## config.mk

```make
export PLATFORM = sky130hd
export DESIGN_NAME = cipher_word_streamer
export DESIGN_NICKNAME = d
export VERILOG_FILES = /design/src/rtl/aes_stream_pkg.sv /design/src/rtl/cipher_blk_fifo.sv /design/src/rtl/cipher_word_streamer.sv
export SDC_FILE = /design/constraint.sdc
export NUM_CORES = 1
export LEC_CHECK = 0
export CORE_MARGIN = 8
export CORE_UTILIZATION = 25
export DETAILED_ROUTE_END_ITERATION = 8
export SLEW_MARGIN = 20
export SYNTH_ARGS = -nofsm -noshare
export SYNTH_HDL_FRONTEND = slang
export SYNTH_SLANG_ARGS = --single-unit
```

## constraint.sdc

```tcl
create_clock -name clk -period 11.44 [get_ports clk]
set_clock_uncertainty 0.2 [all_clocks]
set_input_delay 3.432 -clock clk [delete_from_list [all_inputs] [get_ports clk]]
set_output_delay 3.432 -clock clk [all_outputs]
set_load 0.02 [all_outputs]
```

## src/rtl/aes_stream_pkg.sv

```systemverilog
// Shared widths, FSM encoding and word-select helper for the AES ciphertext streamer.
package aes_stream_pkg;

   localparam int unsigned BLK_W         = 128;
   localparam int unsigned WORD_W        = 32;
   localparam int unsigned WORDS_PER_BLK = BLK_W / WORD_W;
   localparam int unsigned IDX_W         = $clog2(WORDS_PER_BLK);

   typedef enum logic {
      StIdle = 1'b0,
      StSend = 1'b1
   } state_e;

   // Word 0 is the most significant slice of the block.
   function automatic logic [WORD_W-1:0] word_sel(input logic [BLK_W-1:0] blk,
                                                  input logic [IDX_W-1:0] idx);
      logic [BLK_W-1:0] sh;
      sh = blk << (WORD_W * int'(idx));
      return sh[BLK_W-1 -: WORD_W];
   endfunction

endpackage

```

## src/rtl/cipher_blk_fifo.sv

```systemverilog
// Block FIFO holding whole ciphertext blocks; separate count so full/empty are unambiguous.
module cipher_blk_fifo #(
   parameter int unsigned DEPTH = 4,
   parameter int unsigned WIDTH = 128,
   localparam int unsigned PtrW = $clog2(DEPTH),
   localparam int unsigned CntW = $clog2(DEPTH + 1)
) (
   input  logic             clk,
   input  logic             rst,
   input  logic             flush_i,
   input  logic             push_i,
   input  logic             pop_i,
   input  logic [WIDTH-1:0] wdata_i,
   output logic [WIDTH-1:0] rdata_o,
   output logic             full_o,
   output logic             empty_o,
   output logic [CntW-1:0]  count_o
);

   logic [WIDTH-1:0] mem_q [DEPTH];
   logic [PtrW-1:0]  wr_ptr_q, wr_ptr_d;
   logic [PtrW-1:0]  rd_ptr_q, rd_ptr_d;
   logic [CntW-1:0]  count_q, count_d;
   logic             push_ok, pop_ok;

   assign empty_o = (count_q == '0);
   assign full_o  = (count_q == CntW'(DEPTH));
   assign count_o = count_q;
   assign rdata_o = mem_q[rd_ptr_q];

   // A push into a full FIFO is legal only when the head leaves in the same cycle.
   assign push_ok = push_i && !flush_i && (!full_o || pop_i);
   assign pop_ok  = pop_i && !flush_i && !empty_o;

   always_comb begin
      wr_ptr_d = wr_ptr_q;
      rd_ptr_d = rd_ptr_q;
      count_d  = count_q;
      if (flush_i) begin
         wr_ptr_d = '0;
         rd_ptr_d = '0;
         count_d  = '0;
      end else begin
         if (push_ok) wr_ptr_d = wr_ptr_q + PtrW'(1);
         if (pop_ok)  rd_ptr_d = rd_ptr_q + PtrW'(1);
         unique case ({push_ok, pop_ok})
            2'b10:   count_d = count_q + CntW'(1);
            2'b01:   count_d = count_q - CntW'(1);
            default: count_d = count_q;
         endcase
      end
   end

   always_ff @(posedge clk or negedge rst) begin
      if (!rst) begin
         wr_ptr_q <= '0;
         rd_ptr_q <= '0;
         count_q  <= '0;
      end else begin
         wr_ptr_q <= wr_ptr_d;
         rd_ptr_q <= rd_ptr_d;
         count_q  <= count_d;
      end
   end

   always_ff @(posedge clk) begin
      if (push_ok) mem_q[wr_ptr_q] <= wdata_i;
   end

endmodule

```

## src/rtl/cipher_word_streamer.sv

```systemverilog
// Queues AES ciphertext blocks and streams them as MS-first 32-bit words over valid/ready.
module cipher_word_streamer
   import aes_stream_pkg::*;
#(
   parameter int unsigned DEPTH = 4,
   localparam int unsigned CntW = $clog2(DEPTH + 1)
) (
   input  logic              clk,
   input  logic              rst,
   input  logic              clear_i,
   input  logic              done_i,
   input  logic [BLK_W-1:0]  ciphertext_i,
   output logic [WORD_W-1:0] word_o,
   output logic              word_valid_o,
   input  logic              word_ready_i,
   output logic              word_last_o,
   output logic [CntW-1:0]   fifo_count_o,
   output logic              overflow_o
);

   localparam logic [IDX_W-1:0] LastIdx = IDX_W'(WORDS_PER_BLK - 1);

   state_e           state_q, state_d;
   logic [IDX_W-1:0] idx_q, idx_d;
   logic             overflow_q, overflow_d;

   logic             fifo_full, fifo_empty;
   logic [BLK_W-1:0] head_blk;
   logic [CntW-1:0]  fifo_count;
   logic             sending, handshake, last_hs, push, pop;

   assign sending   = (state_q == StSend);
   assign handshake = sending && word_ready_i;
   assign last_hs   = handshake && (idx_q == LastIdx);
   assign pop       = last_hs && !clear_i;
   // The final-word pop frees a slot in time for a same-cycle capture.
   assign push      = done_i && !clear_i && (!fifo_full || pop);

   cipher_blk_fifo #(
      .DEPTH (DEPTH),
      .WIDTH (BLK_W)
   ) u_fifo (
      .clk     (clk),
      .rst     (rst),
      .flush_i (clear_i),
      .push_i  (push),
      .pop_i   (pop),
      .wdata_i (ciphertext_i),
      .rdata_o (head_blk),
      .full_o  (fifo_full),
      .empty_o (fifo_empty),
      .count_o (fifo_count)
   );

   always_comb begin
      state_d    = state_q;
      idx_d      = idx_q;
      overflow_d = overflow_q;
      if (clear_i) begin
         state_d    = StIdle;
         idx_d      = '0;
         overflow_d = 1'b0;
      end else begin
         if (done_i && fifo_full && !pop) overflow_d = 1'b1;
         unique case (state_q)
            StIdle: begin
               idx_d = '0;
               if (!fifo_empty || push) state_d = StSend;
            end
            StSend: begin
               if (handshake) begin
                  if (idx_q == LastIdx) begin
                     idx_d   = '0;
                     state_d = ((fifo_count > CntW'(1)) || push) ? StSend : StIdle;
                  end else begin
                     idx_d = idx_q + IDX_W'(1);
                  end
               end
            end
            default: state_d = StIdle;
         endcase
      end
   end

   always_ff @(posedge clk or negedge rst) begin
      if (!rst) begin
         state_q    <= StIdle;
         idx_q      <= '0;
         overflow_q <= 1'b0;
      end else begin
         state_q    <= state_d;
         idx_q      <= idx_d;
         overflow_q <= overflow_d;
      end
   end

   assign word_valid_o = sending;
   assign word_o       = sending ? word_sel(head_blk, idx_q) : '0;
   assign word_last_o  = sending && (idx_q == LastIdx);
   assign fifo_count_o = fifo_count;
   assign overflow_o   = overflow_q;

endmodule

```

==> impl_metrics.ini, run 1 <==
[floorplan]
dieArea_sq_um = 90400
die-width_microns = 300.7
die_h_microns = 300.7
placeableCoreArea_sq_um = 80420
num_rows = 104
io-pin-count = 171
start_util_pct = 25.19

[global_route]
antenna_found_initial = 11
grt_pass1_wl_microns = 69010
grtUsageTotal_pct = 10.12
grt_pass1_vias = 10280
overflow = 0
grt_max_degree = 85

[sta]
tns_ps = 0
maxSlewHeadroom_pct = 35.90
fin_crit_ps = 7500
timing.final.crit_share_pct = 65.56
rsz0062_at_grt = false
hold_viol = 0
fin_hold_ws_ps = 307.0
clock.fmax_mhz = 133.3
slew_violations = 0
setup_viol = 0
worst_slew_pin_slew_ps = 961.5

[pwr]
combPwrFrac_pct = 5.3
intPower_uw = 3307
p_switching_uw = 874.4
p_seq_share_pct = 52.1
clkPwrFrac_pct = 42.6
p_leak_uw = 0.007562
swShare_pct = 20.91
vdd_drop_max_mv = 0.1063
powerDensity_nw_per_um2 = 167.1

[finish]
final_common_cell = edfxtp_1
fillers = 7738
nets = 1257
layout_common_cells = edfxtp_1, clkdlybuf4s50_1, mux4_2, mux2i_1, clkbuf_16
drive_above_1_share_pct = 19.02
area_delta_synth_final_pct = 23.56

[synthesis]
yosysWarnings = 0
ys_seq_area_share_pct = 77.25
ys_seq_elements = 523
avgSynthCellArea_sq_um = 22.12
syn_nets = 1058
synthCells = 916
synthDistinctLibCells = 38
synth_area_sq_um = 20260

[drt]
drt_wl_total_microns = 46780
ant_nets = 0
drtIter0Drc = 596
viasPerCell = 4.350
dr.pass1.iters = 4
wl_per_cell_microns = 20.98
dr_total_vias = 9696
drc = 0

[critical_path]
critPathMaxFanout = 49
reg2reg_depth = 7
r2r_slack_ps = 7060
worstSetupEndpointType = output port
required_ps = 7810
arrival_ps = 3870
r2r_start = idx_q[0]$_DFFE_PN0P_
setup.worst_path.class = flip-flop to output port
crit_path_start_kind = flip-flop
r2r_end = u_fifo.mem_q[2][20]$_DFFE_PP_

[clocking]
cts_tree = done
cts_inserted_buffers = 59
cts_sinks = 523
post_cts_resize_count = 0
postCtsSetupBuffers = 0
cts-htree-levels = 2
cts_buffer_depth = 3
cts-root-buf = clkbuf_16
clk_pin_slew_ps = 60
clock_latency_ps = 600
cts_hold_buf = 0

[placement]
dp.final_hpwl_microns = 28100
place_congestion = 0.7051
io_buffers = 170

[hold_path]
hold_path.class = flip-flop to flip-flop
whs_path_depth = 2
worstHoldStart = overflow_o$_DFFE_PN0P_
hold_end = overflow_o$_DFFE_PN0P_

[run]
cap_viol_max_count = 0

[outcome]
status = complete, no violations
Yosys cell counts:
library cell / count / area [sq um]
o311ai_0: 1 / 8.760
o31ai_1: 1 / 7.510
and3_1: 8 / 50.05
nand2_1: 15 / 56.30
o211a_1: 1 / 10.01
mux4_2: 110 / 2477
mux4_1: 5 / 131.4
a221o_1: 7 / 70.07
nor3_1: 5 / 25.02
a22o_1: 7 / 61.31
xnor2_1: 2 / 17.52
buf_6: 3 / 33.78
or3_1: 1 / 6.260
clkbuf_1: 17 / 63.81
buf_1: 3 / 11.26
edfxtp_1: 512 / 15370
a211o_1: 1 / 8.760
and2_1: 7 / 43.79
buf_12: 1 / 20.02
nor2b_1: 4 / 25.02
a32oi_1: 6 / 52.55
nand3_1: 7 / 35.03
buf_4: 13 / 97.59
nor3b_1: 2 / 15.01
o21ai_0: 5 / 25.02
a21o_1: 1 / 7.510
nor2_1: 11 / 41.29
nand2b_1: 3 / 18.77
mux2i_1: 66 / 660.6
ha_1: 9 / 112.6
buf_2: 13 / 65.06
o22ai_1: 20 / 125.1
nand4_1: 7 / 43.79
a22oi_1: 7 / 52.55
o211ai_1: 7 / 52.55
inv_1: 7 / 26.28
a21oi_1: 10 / 50.05
dfrtp_1: 11 / 275.3
per-stage QoR:
| step | power (uW) | instance area, sq um | worst slack, ps | utilization, % | cells |
|---|---|---|---|---|---|
| 6_report | 4182 | 25030 | 3940 | 31.13 | 2229 |
| 2_1_floorplan | 2320 | 20260 | 3686 | - | 916 |
| 4_1_cts | 4255 | 25020 | 3811 | 31.11 | 2222 |
| 3_3_place_gp | 2440 | 23170 | 4455 | 28.81 | 2114 |
| 3_5_place_dp | 2447 | 23170 | 4480 | 28.81 | 2114 |
| 5_1_grt | 4335 | 25020 | 3767 | 31.11 | 2223 |
per-layer routing:
metal	up-vias	GRT usage, %	wire [microns]
li1	4307	-	-
met1	5108	12.91	20060
met2	196	16.86	23120
met3	77	2.587	2494
met4	8	3.068	1047
met5	-	0	54
worst max-delay path by stage:
stage               slack (ps)  cells after the start                            to                            from
detailed placement        4480                      5                    word_o[20]  u_fifo.rd_ptr_q[1]$_DFFE_PN0P_
global route              3770                      5                    word_o[20]  u_fifo.rd_ptr_q[1]$_DFFE_PN0P_
finish                    3940                      5                    word_o[20]  u_fifo.rd_ptr_q[1]$_DFFE_PN0P_
CTS                       3810                      5                    word_o[20]  u_fifo.rd_ptr_q[1]$_DFFE_PN0P_
floorplan                 3690                      4  u_fifo.mem_q[0][0]$_DFFE_PP_                          done_i
global placement          4460                      5                    word_o[20]  u_fifo.rd_ptr_q[1]$_DFFE_PN0P_
state kept, by name (all words and copies together), names as in the netlist:
name             cells
u_fifo.wr_ptr_q      2
u_fifo.rd_ptr_q      2
word_valid_o         1
overflow_o           1
u_fifo.count_o       3
u_fifo.mem_q       512
idx_q                2
final cells by class:
class	instances	area, sq um	share of cell area [%]
Inverter	7	26.28	0.1050
Multi-Input combinational cell	336	4304	17.19
Timing Repair Buffer	188	1849	7.387
Sequential cell	523	15660	62.56
Tap cell	1060	1326	5.298
Clock inverter	36	322.8	1.290
Antenna cell	7	17.52	0.06998
Clock buffer	72	1525	6.093
kinds of logic after synthesis:
logic type / Yosys count / synth area share [%]
AO/OA/AOI/OAI: 74 / 2.625
XOR/XNOR: 2 / 0.08648
AND/OR/NAND/NOR: 70 / 1.779
buffers and inverters: 57 / 1.569
adder cells (fa/ha/maj): 9 / 0.5558
flip-flops: 523 / 77.25
multiplexers: 181 / 16.14
critical path, stage by stage (launching register included):
cell             delay, ps
dfrtp_4                890
buf_4                  720
mux4_1                 400
a22o_1                 190
a221o_1                410
clkdlybuf4s50_1        570
power groups by stage:
stage / Sequential, uW / Combinational (uW) / Clock (uW)
after floorplan: 2220 / 97.7 / 0
after global placement: 2220 / 223 / 0
after detailed placement: 2220 / 227 / 0
after CTS: 2180 / 228 / 1850
after global routing: 2180 / 240 / 1910
final: 2180 / 221 / 1780
Note: power is estimated with default switching activity, not from simulation.
==> run 2: changes to the inputs <==
==> constraint.sdc (replaced) <==
create_clock -name clk -period 7.4 [get_ports clk]
set_clock_uncertainty 0.2 [all_clocks]
set_input_delay 2.22 -clock clk [delete_from_list [all_inputs] [get_ports clk]]
set_output_delay 2.22 -clock clk [all_outputs]
set_load 0.02 [all_outputs]
==> run 2 against run 1 <==
Compared with the run above: via count increased by 0.34%; combinational power up 57%; highest routed layer unchanged; cell count is essentially flat; non-clock buffer count up 4; first-iteration DRC count decreased by 8.7%; register-to-register slack got worse by 3500 ps; count of clock-buffer cells in the layout rose by 1.
==> impl_metrics.ini, run 2 (synthesis results as in run 1) <==
[placement]
dp.final_hpwl_microns = 28580
place_congestion = 0.7046
dp_slack_ps = 1710
dp.cells = 2118
io_buffers = 170

[finish]
nets = 1258
area_delta_synth_final_pct = 24.24
fin_util_pct = 31.30
largest_reg_flops = 512
layout_common_cells = edfxtp_1, clkdlybuf4s50_1, mux4_2, mux2i_1, clkbuf_16
top_register = u_fifo.mem_q
multi_input_area_sq_um = 4304
fillers = 7701
final_common_cell = edfxtp_1
seqCellArea_sq_um = 15660
stdcell_count = 2228
drive_above_1_share_pct = 18.78

[drt]
drt_wl_total_microns = 47820
viasPerCell = 4.367
wl_per_cell_microns = 21.46
dr.pass1.iters = 5
drtIter0Drc = 544
drc = 0
dr_total_vias = 9729
ant_nets = 0

[clocking]
cts-root-buf = clkbuf_16
clk_pin_slew_ps = 60
cts_buffer_depth = 3
cts_inserted_buffers = 56
cts_sinks = 523
postCtsSetupBuffers = 0
clock_latency_ps = 600
cts_tree = done
cts-htree-levels = 2
cts_hold_buf = 0
post_cts_resize_count = 0

[pwr]
p_leak_uw = 0.007601
vdd_drop_max_mv = 0.1846
powerDensity_nw_per_um2 = 260.2
power_uw = 6550

[sta]
slew_violations = 0
setup_viol = 0
fin_crit_ps = 6215
rsz0062_at_grt = false
hold_viol = 0
maxSlewHeadroom_pct = 34.90
tns_ps = 0
worst_slew_pin_slew_ps = 976.5
setup_slack_ps = 1185
clock.fmax_mhz = 160.9
timing.final.crit_share_pct = 83.99

[critical_path]
cp_cell_sequence = buf_12 -> buf_4 -> mux4_2 -> a32oi_1 -> o211ai_1 -> clkdlybuf4s50_1
critPathMaxFanout = 39
setup.worst_path.class = flip-flop to output port
crit_slowest_cell = dfrtp_4
cpPeakStageDelay_ps = 930
required_ps = 4980
cpLargestDelayFamily = buffers and inverters
worstSetupEndpointType = output port
arrival_ps = 3800
crit_path_start_kind = flip-flop
path_buf_inv = 3

[floorplan]
dieArea_sq_um = 90400
die-width_microns = 300.7
num_rows = 104
start_util_pct = 25.19
placeableCoreArea_sq_um = 80420
io-pin-count = 171
die_h_microns = 300.7

[global_route]
grt_pass1_vias = 10540
antenna_found_initial = 13
grtUsageTotal_pct = 10.34
grt_max_degree = 129
overflow = 0
grt_pass1_wl_microns = 70690

[run]
cap_viol_max_count = 0

[hold_path]
hold_path.class = flip-flop to flip-flop

[outcome]
status = complete, no violations
-- run 2: changes by cell type in the layout (fill, tap and decap cells not counted), moves of 2 or more --
cell and change:
buf_12 +7, buf_4 -3, inv_16 +2, bufinv_16 +3, clkbuf_8 +2, clkinv_8 -2, clkbuf_16 -2, clkinv_2 -7
clkinv_4 -5
-- run 2: per-layer routing --
layer | wire length (microns) | GRT usage (%)
met5 | 87 | 0
met4 | 802 | 2.509
met3 | 3060 | 3.255
met2 | 23770 | 17.47
met1 | 20100 | 12.86
-- run 2: worst register-to-register path: cells and delay by family (launching register included) --
kind	cells	cell delay (ps)
flip-flops	1	760
AND/OR/NAND/NOR	3	1360
buffers and inverters	1	600
adder cells (fa/ha/maj)	1	310
AO/OA/AOI/OAI	1	260
-- run 2: final timing paths --
path,slack (ps),cells after the start,start,to
max reg2reg,3520,6,idx_q[0]$_DFFE_PN0P_,u_fifo.mem_q[2][18]$_DFFE_PP_
max,1180,6,u_fifo.rd_ptr_q[0]$_DFFE_PN0P_,word_o[9]
min,300,2,overflow_o$_DFFE_PN0P_,overflow_o$_DFFE_PN0P_
min reg2reg,300,2,overflow_o$_DFFE_PN0P_,overflow_o$_DFFE_PN0P_
max in group asynchronous,4770,1,rst,u_fifo.rd_ptr_q[0]$_DFFE_PN0P_
min in group asynchronous,1790,1,rst,idx_q[0]$_DFFE_PN0P_
-- run 2: final cells by class --
class,instances,share of cell area [%]
Sequential cell,523,62.22
Multi-Input combinational cell,336,17.10
Timing Repair Buffer,192,7.814
Clock buffer,73,5.985
Tap cell,1060,5.269
Clock inverter,30,1.437
Inverter,7,0.1044
Antenna cell,7,0.06959
-- run 2: report_power, final --
part / leakage, uW / internal, uW / switching, uW
Clock: 0.000903 / 1690 / 1150
Sequential: 0.00479 / 3350 / 24.1
Combinational: 0.00191 / 159 / 186
Total: 0.00760 / 5190 / 1360
-- run 2: stage by stage --
step	hold slack, ps	area [sq um]
final	300.0	25170
after global routing	342.7	25150
after CTS	306.8	25150
after detailed placement	293.1	23280
after global placement	285.0	23280
after floorplan	342.0	20260
==> run 3: changes to the inputs <==
==> constraint.sdc (replaced) <==
create_clock -name clk -period 5.9 [get_ports clk]
set_clock_uncertainty 0.2 [all_clocks]
set_input_delay 1.77 -clock clk [delete_from_list [all_inputs] [get_ports clk]]
set_output_delay 1.77 -clock clk [all_outputs]
set_load 0.02 [all_outputs]
==> run 3 against run 2 <==
Compared with the run above: sequential cell count unchanged; register-to-register slack worse by 1500 ps; combinational power up 27%; largest cell class unchanged; die area unchanged; utilization up 0.18 points; total power up 27%; design area up 0.56%; clock power up 29%; worst setup slack worse by 790 ps; count of clock-buffer cells in the layout down 4; cell count up 0.13%; critical path type unchanged; critical endpoint is now word_o[20].
==> impl_metrics.ini, run 3 (synthesis results as in run 1) <==
[global_route]
overflow = 0
antenna_found_initial = 13
grt_pass1_vias = 10530
grt_pass1_wl_microns = 70440
grtUsageTotal_pct = 10.38
grt_max_degree = 77

[critical_path]
arrival_ps = 3540
setup.worst_path.class = flip-flop to output port
critPathMaxFanout = 40
required_ps = 3930
reg2reg_depth = 7
r2r_start = idx_q[0]$_DFFE_PN0P_
critical_path.startpoint = u_fifo.rd_ptr_q[1]$_DFFE_PN0P_
worstSetupEndpointType = output port
crit_path_start_kind = flip-flop

[finish]
layout_common_cells = edfxtp_1, clkdlybuf4s50_1, mux4_2, mux2i_1, clkbuf_16
final_common_cell = edfxtp_1
drive_above_1_share_pct = 19.55
stdcell_count = 2231
largest_reg_flops = 512
area_delta_synth_final_pct = 24.94
top_register = u_fifo.mem_q
fillers = 7741
nets = 1263

[pwr]
clkPwrFrac_pct = 43.9
p_switching_uw = 1699
intPower_uw = 6622
powerDensity_nw_per_um2 = 328.7
combPwrFrac_pct = 5.3
p_seq_share_pct = 50.8
swShare_pct = 20.41
vdd_drop_max_mv = 0.1986
p_leak_uw = 0.007668

[drt]
dr_total_vias = 9790
drt_wl_total_microns = 48140
wl_per_cell_microns = 21.58
viasPerCell = 4.388
ant_nets = 0
drtIter0Drc = 662
dr.pass1.iters = 5
drc = 0

[sta]
clock.fmax_mhz = 181.6
worst_slew_pin_slew_ps = 916.9
slew_violations = 0
maxSlewHeadroom_pct = 38.87
timing.final.crit_share_pct = 93.32
fin_crit_ps = 5506
tns_ps = 0
hold_viol = 0
rsz0062_at_grt = false
setup_viol = 0

[placement]
dp.final_hpwl_microns = 29300
place_congestion = 0.6711
dp.cells = 2121
io_buffers = 170

[floorplan]
dieArea_sq_um = 90400
num_rows = 104
die-width_microns = 300.7
start_util_pct = 25.19
io-pin-count = 171
placeableCoreArea_sq_um = 80420
die_h_microns = 300.7

[outcome]
status = complete, no violations

[clocking]
clock_latency_ps = 600
post_cts_resize_count = 0
cts_buffer_depth = 3
cts-htree-levels = 2
clk_pin_slew_ps = 60
cts_sinks = 523
postCtsSetupBuffers = 0
cts_hold_buf = 0
cts_tree = done
cts-root-buf = clkbuf_16
cts_inserted_buffers = 58

[hold_path]
hold_path.class = flip-flop to flip-flop
worstHoldStart = overflow_o$_DFFE_PN0P_
whs_path_depth = 2

[run]
cap_viol_max_count = 0
==> run 3: cell types whose count changed in the layout (fill, tap and decap cells not counted), moves of 2 or more <==
cell       change
buf_12         +4
bufinv_16      +2
clkbuf_1       -4
clkbuf_16      +2
clkbuf_8       -2
clkinv_2       +4
clkinv_4       +3
diode_2        -2
inv_16         -2
inv_6          -3
inv_8          +2
==> run 3: power groups by stage <==
stage,Clock (uW),Sequential [uW],Combinational [uW]
floorplan,0,4300,190
finish,3650,4230,441
global placement,0,4300,441
CTS,3760,4230,452
detailed placement,0,4300,449
global route,3890,4230,475
==> run 3: critical path, cell delays in order, from the launching register on <==
cell             delay [ps]
dfrtp_4                 770
nor2b_1                 650
a22oi_1                 270
a22o_1                  280
a221o_1                 400
clkdlybuf4s50_1         570
==> run 3: metal layers <==
metal	global-route usage (%)	share of wire, %
met5	0	0.10
met4	3.079	2.0
met3	2.652	5.2
met2	17.59	50
met1	13.03	43
==> run 3: final timing paths <==
check | slack (ps) | end
min in group asynchronous | 1360 | u_fifo.count_o[1]$_DFFE_PN0P_
min reg2reg | 300 | overflow_o$_DFFE_PN0P_
min | 300 | overflow_o$_DFFE_PN0P_
max | 390 | word_o[20]
max reg2reg | 1980 | u_fifo.mem_q[1][103]$_DFFE_PP_
max in group asynchronous | 3670 | u_fifo.rd_ptr_q[1]$_DFFE_PN0P_
==> run 3: area by class of cell <==
cell class	instances	area [sq um]	share of cell area, %
clock inverter	36	427.9	1.691
sequential	523	15660	61.87
clock buffer	69	1514	5.981
multi-input combinational	336	4304	17.00
inverter	7	26.28	0.1038
tap	1060	1326	5.240
timing repair buffer	195	2039	8.057
antenna	5	12.51	0.04943
==> run 3: metrics by stage <==
step	setup WS, ps	instance area [sq um]	utilization, %	hold WS (ps)	power [uW]
after floorplan	1240	20260	-	342.0	4491
after global placement	888.7	23360	29.05	287.6	4739
after detailed placement	942.4	23360	29.05	292.2	4754
after CTS	285.2	25300	31.46	305.7	8442
after global routing	204.1	25300	31.47	368.2	8598
final	394.3	25310	31.48	300.2	8321
